## config.mk

```make
export PLATFORM = sky130hd
export DESIGN_NAME = bus_host_arbiter
export DESIGN_NICKNAME = d
export VERILOG_FILES = /design/src/rtl/bus_pkg.sv /design/src/rtl/rr_pick.sv /design/src/rtl/bus_host_arbiter.sv
export SDC_FILE = /design/constraint.sdc
export NUM_CORES = 1
export LEC_CHECK = 0
export CORE_AREA = 2 2 106 108
export CTS_CLUSTER_DIAMETER = 120
export DETAILED_ROUTE_END_ITERATION = 7
export DIE_AREA = 0 0 108 110
export MAX_ROUTING_LAYER = met4
export PLACE_DENSITY = 0.76
export SYNTH_ARGS = -nofsm -noshare
export SYNTH_HDL_FRONTEND = slang
export SYNTH_HIERARCHICAL = 1
export SYNTH_SLANG_ARGS = --single-unit
```

## constraint.sdc

```tcl
create_clock -name clk_i -period 5.7 [get_ports clk_i]
set_clock_uncertainty 0.1 [all_clocks]
set_input_delay 1.71 -clock clk_i [delete_from_list [all_inputs] [get_ports clk_i]]
set_output_delay 1.71 -clock clk_i [all_outputs]
set_load 0.01 [all_outputs]
```

## src/rtl/bus_pkg.sv

```systemverilog
// Shared types for the system-bus host arbiter and address decoder.
package bus_pkg;

    typedef enum logic {
        ARB_IDLE   = 1'b0,
        ARB_LOCKED = 1'b1
    } arb_state_e;

    // Width of a host index; never zero so single-bit ports stay legal.
    function automatic int host_idx_w(input int nr_hosts);
        return (nr_hosts > 1) ? $clog2(nr_hosts) : 1;
    endfunction

endpackage

```

## src/rtl/rr_pick.sv

```systemverilog
// Combinational round-robin picker: first candidate at or after the pointer, wrapping.
module rr_pick
    import bus_pkg::*;
#(
    parameter int NrHosts = 2,
    parameter int IdxW    = host_idx_w(NrHosts)
) (
    input  logic [NrHosts-1:0] i_req,
    input  logic [IdxW-1:0]    i_ptr,
    input  logic [NrHosts-1:0] i_excl,
    output logic [NrHosts-1:0] o_gnt,
    output logic [IdxW-1:0]    o_idx,
    output logic               o_valid
);

    logic [NrHosts-1:0] w_cand;
    logic [IdxW-1:0]    w_k;

    assign w_cand = i_req & ~i_excl;

    always_comb begin
        o_gnt   = '0;
        o_idx   = '0;
        o_valid = 1'b0;
        w_k     = '0;
        for (int i = 0; i < NrHosts; i++) begin
            w_k = IdxW'((int'(i_ptr) + i) % NrHosts);
            if (!o_valid && w_cand[w_k]) begin
                o_valid    = 1'b1;
                o_idx      = w_k;
                o_gnt[w_k] = 1'b1;
            end
        end
    end

endmodule

```

## src/rtl/bus_host_arbiter.sv

```systemverilog
// Round-robin arbiter with bounded bus lock sharing one system bus between several hosts;
// read data returns one cycle after the grant to the host that owned the request.
module bus_host_arbiter
    import bus_pkg::*;
#(
    parameter int NrHosts      = 2,
    parameter int DataWidth    = 32,
    parameter int AddressWidth = 32,
    parameter int MaxHold      = 4,
    localparam int IdxW        = host_idx_w(NrHosts)
) (
    input  logic                            clk_i,
    input  logic                            rst_i,
    input  logic [NrHosts-1:0]              host_req_i,
    input  logic [NrHosts-1:0]              host_lock_i,
    input  logic [NrHosts*AddressWidth-1:0] host_addr_i,
    input  logic [NrHosts-1:0]              host_we_i,
    input  logic [NrHosts*DataWidth-1:0]    host_wdata_i,
    output logic [NrHosts-1:0]              host_gnt_o,
    output logic [NrHosts-1:0]              host_rvalid_o,
    output logic [DataWidth-1:0]            host_rdata_o,
    output logic                            bus_req_o,
    output logic [AddressWidth-1:0]         bus_addr_o,
    output logic                            bus_we_o,
    output logic [DataWidth-1:0]            bus_wdata_o,
    input  logic [DataWidth-1:0]            bus_rdata_i,
    output arb_state_e                      o_dbg_state,
    output logic [IdxW-1:0]                 o_dbg_rr_ptr
);

    localparam int HoldW = $clog2(MaxHold + 1);

    arb_state_e          r_state, w_state_nxt;
    logic [IdxW-1:0]     r_rr_ptr, w_rr_ptr_nxt;
    logic [IdxW-1:0]     r_lock_owner, w_lock_owner_nxt;
    logic [HoldW-1:0]    r_hold_cnt, w_hold_cnt_nxt;
    logic [IdxW-1:0]     r_owner_q;
    logic                r_pend_q;

    logic [NrHosts-1:0]  w_owner_oh, w_excl, w_pick_gnt, w_gnt;
    logic [IdxW-1:0]     w_pick_idx, w_winner;
    logic                w_pick_valid, w_any_req, w_owner_active;
    logic                w_hold_full, w_others_req, w_force_rot;

    // Reset gates the combinational grant path so outputs drop immediately.
    assign w_any_req      = rst_i & (|host_req_i);
    assign w_owner_active = (r_state == ARB_LOCKED) && host_req_i[r_lock_owner] && host_lock_i[r_lock_owner];
    assign w_hold_full    = (r_hold_cnt == HoldW'(MaxHold));
    assign w_others_req   = |(host_req_i & ~w_owner_oh);
    assign w_force_rot    = w_owner_active & w_hold_full & w_others_req;
    assign w_excl         = w_force_rot ? w_owner_oh : '0;

    always_comb begin
        w_owner_oh               = '0;
        w_owner_oh[r_lock_owner] = 1'b1;
    end

    rr_pick #(
        .NrHosts (NrHosts),
        .IdxW    (IdxW)
    ) u_rr_pick (
        .i_req   (host_req_i),
        .i_ptr   (r_rr_ptr),
        .i_excl  (w_excl),
        .o_gnt   (w_pick_gnt),
        .o_idx   (w_pick_idx),
        .o_valid (w_pick_valid)
    );

    always_ff @(posedge clk_i or negedge rst_i) begin
        if (!rst_i) begin
            r_state      <= ARB_IDLE;
            r_rr_ptr     <= '0;
            r_lock_owner <= '0;
            r_hold_cnt   <= '0;
            r_owner_q    <= '0;
            r_pend_q     <= 1'b0;
        end else begin
            r_state      <= w_state_nxt;
            r_rr_ptr     <= w_rr_ptr_nxt;
            r_lock_owner <= w_lock_owner_nxt;
            r_hold_cnt   <= w_hold_cnt_nxt;
            r_owner_q    <= w_winner;
            r_pend_q     <= bus_req_o & ~bus_we_o;
        end
    end

    always_comb begin
        w_state_nxt      = r_state;
        w_rr_ptr_nxt     = r_rr_ptr;
        w_lock_owner_nxt = r_lock_owner;
        w_hold_cnt_nxt   = r_hold_cnt;
        w_gnt            = '0;
        w_winner         = '0;
        if (w_any_req) begin
            if (w_owner_active && !w_force_rot) begin
                // Lock owner keeps the bus; pointer stays frozen while locked.
                w_gnt          = w_owner_oh;
                w_winner       = r_lock_owner;
                w_hold_cnt_nxt = w_hold_full ? HoldW'(1) : r_hold_cnt + 1'b1;
            end else if (w_pick_valid) begin
                w_gnt        = w_pick_gnt;
                w_winner     = w_pick_idx;
                w_rr_ptr_nxt = (w_pick_idx == IdxW'(NrHosts - 1)) ? '0 : w_pick_idx + 1'b1;
                if (host_lock_i[w_pick_idx]) begin
                    w_state_nxt      = ARB_LOCKED;
                    w_lock_owner_nxt = w_pick_idx;
                    w_hold_cnt_nxt   = HoldW'(1);
                end else begin
                    w_state_nxt = ARB_IDLE;
                end
            end
        end
    end

    assign host_gnt_o  = w_gnt;
    assign bus_req_o   = w_any_req;
    assign bus_we_o    = w_any_req & host_we_i[w_winner];
    assign bus_addr_o  = w_any_req ? host_addr_i[w_winner*AddressWidth +: AddressWidth] : '0;
    assign bus_wdata_o = w_any_req ? host_wdata_i[w_winner*DataWidth +: DataWidth] : '0;

    always_comb begin
        host_rvalid_o = '0;
        if (r_pend_q) begin
            host_rvalid_o[r_owner_q] = 1'b1;
        end
    end

    assign host_rdata_o = r_pend_q ? bus_rdata_i : '0;

    assign o_dbg_state  = r_state;
    assign o_dbg_rr_ptr = r_rr_ptr;

endmodule

```

==> summary.md <==
| Metric | Value |
|---|---|
| CP endpoint kind | output port |
| Final GP Congestion | around 0.87 |
| Count of final setup violators | 0 |
| Starting Density | 0.194 |
| Synthesized area | 0.00208 mm² |
| Dpl hpwl | between 9 and 10 mm |
| Antenna-violating nets left | 0 |
| R2r worst-path depth | 12 |
| DR DRC count | 0 |
| H-Tree Depth | 1 |
| WL final | between 10 and 15 mm |
| Clock-pin slew on the worst setup and hold paths | 40 ps |
| Peak supply drop | 0.0737 mV |
| Clock latency on the worst-skew pair | 230 ps |
| Max Fclk | 177 MHz |
| CTS sink cnt | 8 |
| Outcome | completed |
| Worst setup SP type | input pin |
| Area contributors post-synth | mux2i_1 (32%), nand2_1 (24%), and2_1 (9.9%) |
| Critical path required time | 3890 ps |
| Top FF cell, synth | dfrtp_1 |
| Pin count of the biggest net entering global routing | 80 |
| First-pass GRT wire length | between 15 and 20 mm |
| Worst hold path startpoint | r_hold_cnt[2] |
| Worst reg2reg setup slack | ~2800 ps |
| Gr ovfl total | 0 |
| Rel. slew slack | 0.536 |
| Total Neg Setup Slack | 0 ps |
| All-Layer GR Usage | 0.177 |
| Cell Pwr Density | 126 mW/mm² |
| Layout cells sized above 1 | 0.180 |
| Yosys reg bits | 8 |
| Distinct cells, synth | 31 |
| Synthesized net count | 489 |
| CTS tree | yes |
| EDFF count, synth | 0 |
| Max FO, Critical Path | 6 |
| Final Cycle Share | 0.991 |
| Post-synthesis cell count | 319 |
| Die area | between 0.01 and 0.015 mm² |
| Vias | 3331 |
| Die width | around 110 µm |
| Final Hold Fails | 0 |
| Avg Vias per Cell | 4.47 |
| Seq/Total Area, Yosys | 0.0964 |
| Synthesized area per cell | 6.51 µm² |
| Vias in the first global route | approximately 3200 |
| 1st-pass router iterations | 5 |
| Ys async rst share | 1.00 |
| Nets | between 700 and 800 |
| Worst hold path class | flop to flop |
| I/O pin cnt | 272 |
| Core area | between 0.01 and 0.015 mm² |
| Synth warn | 6 |
| Clk buf depth | 2 |
| WS Path Type | input pin to output port |
| DR iter-0 viols | 135 |
| Largest area contributor in the netlist | mux2i_1 |
| Hold path depth | 1 |
| Cts bufs inserted | 3 |
| Fin Hold WS | roughly 460 ps |
| Die height | about 110 µm |
| Area Overhead vs Synth | 152% |
| I/O Buffers | 271 |
| Synth top area share | 0.318 |
| Worst-margin pin slew | between 600 and 700 ps |
| Leak | around 2.5 nW |
| Num rows | 38 |
| DR WL/cell | 15.3 µm |
| R2R Path Start | r_lock_owner |
| Clk root buf | clkbuf_8 |
| R2r endpoint | r_hold_cnt[0] |
| Max-cap viol count | 0 |
| Tmin final | between 5000 and 6000 ps |
| Initial antenna violation count | 1 |
| Pins Over Slew Limit | 0 |
| Hold Path Sink | r_hold_cnt[2] |
| Crit path DAT | between 3000 and 4000 ps |
[cells by family after synthesis]
family | synth area share
flops | 0.0964
simple gates | 0.392
buf+inv | 0.0814
mux | 0.348
fa+ha+maj | 0.0121
compound gates | 0.0693
[metal layers]
layer | vias up | global-route usage | part of all wire
li1 | 1619 | - | -
met1 | 1492 | 0.196 | 0.37
met2 | 204 | 0.312 | 0.50
met3 | 16 | 0.0412 | 0.094
met4 | 0 | 0.0623 | 0.028
met5 | - | - | 0
[power breakdown]
part | internal, mW | switching [mW] | total [mW] | leakage (nW)
Combinational | 0.307 | 0.203 | 0.510 | 2.34
Clock | 0.0459 | 0.0240 | 0.0699 | 0.0216
Sequential | 0.0671 | 0.0145 | 0.0816 | 0.0990
Total | 0.420 | 0.242 | 0.661 | 2.46
[how the worst max path moves through the flow]
stage / start / endpoint / slack [ps] / cells after the start
floorplan: host_req_i[0] / bus_wdata_o[10] / 290 / 12
global placement: host_req_i[0] / bus_wdata_o[0] / -520 / 11
detailed placement: host_req_i[0] / bus_wdata_o[13] / -600 / 11
CTS: host_req_i[1] / bus_wdata_o[7] / 40 / 12
global route: host_req_i[0] / bus_addr_o[29] / -30 / 13
finish: host_req_i[0] / bus_wdata_o[16] / 50 / 13
[area by class of cell]
cell class	instances	area (µm²)
fill	1054	5460
clock buffer	3	41.3
inverter	7	28.8
sequential	8	200
antenna	1	2.50
timing repair buffer	309	3000
multi-input combinational	278	1790
tap	140	175
[Yosys cell counts (3+ instances only)]
library cell	instances
nor2_1	4
a21oi_1	6
nand3_1	5
inv_1	7
clkbuf_1	19
dfrtp_1	8
nand2_1	135
and2_1	33
buf_2	3
buf_6	5
mux2i_1	66
[flip-flops by register name (all words and copies together) (netlist names)]
register / count
r_hold_cnt: 3
r_pend_q: 1
r_owner_q: 1
r_lock_owner: 1
o_dbg_rr_ptr: 1
o_dbg_state: 1
[cells in the final DEF (no fill, tap or decap), types with 3 or more instances in the layout]
cell type	synthesis	layout
nor2_1	4	4
buf_12	0	4
inv_1	7	5
clkdlybuf4s50_1	0	202
clkdlybuf4s15_1	0	10
clkdlybuf4s15_2	0	20
mux2i_1	66	61
buf_6	5	4
nand3_1	5	5
dfrtp_1	8	8
mux2i_2	1	4
buf_2	3	25
buf_4	0	27
dlygate4sd2_1	0	10
and2_1	33	33
nand2_1	135	134
a21oi_1	6	6
clkbuf_2	0	4
clkbuf_8	0	3
[metrics by stage]
step / util / instance area [µm²] / cells / power [mW] / worst slack, ps
2_1_floorplan: - / 2080 / 319 / 0.283 / 289
5_1_grt: 0.489 / 5240 / 746 / 0.704 / -28.2
4_1_cts: 0.488 / 5220 / 743 / 0.663 / 36.6
6_report: 0.489 / 5240 / 746 / 0.661 / 51.2
3_5_place_dp: 0.472 / 5050 / 727 / 0.572 / -603
3_3_place_gp: 0.472 / 5050 / 727 / 0.563 / -522
[critical path, cell delays in order]
cell and delay (ps):
clkbuf_2 100, nand4b_1 130, nand2_1 130, inv_2 70
nor4_2 260, nand2b_4 190, o21a_1 150, nand2_2 70
mux2_4 320, buf_6 150, bufbuf_16 270, mux2i_1 140
buf_2 150
[what timing repair did]
action,CTS,global route
gates cloned,4,0
setup endpoints to repair,67,10
setup buffers,9,2
resized for setup,218,11
hold buffers,0,0
pin swaps,5,5
Note: power is estimated with default switching activity, not from simulation.
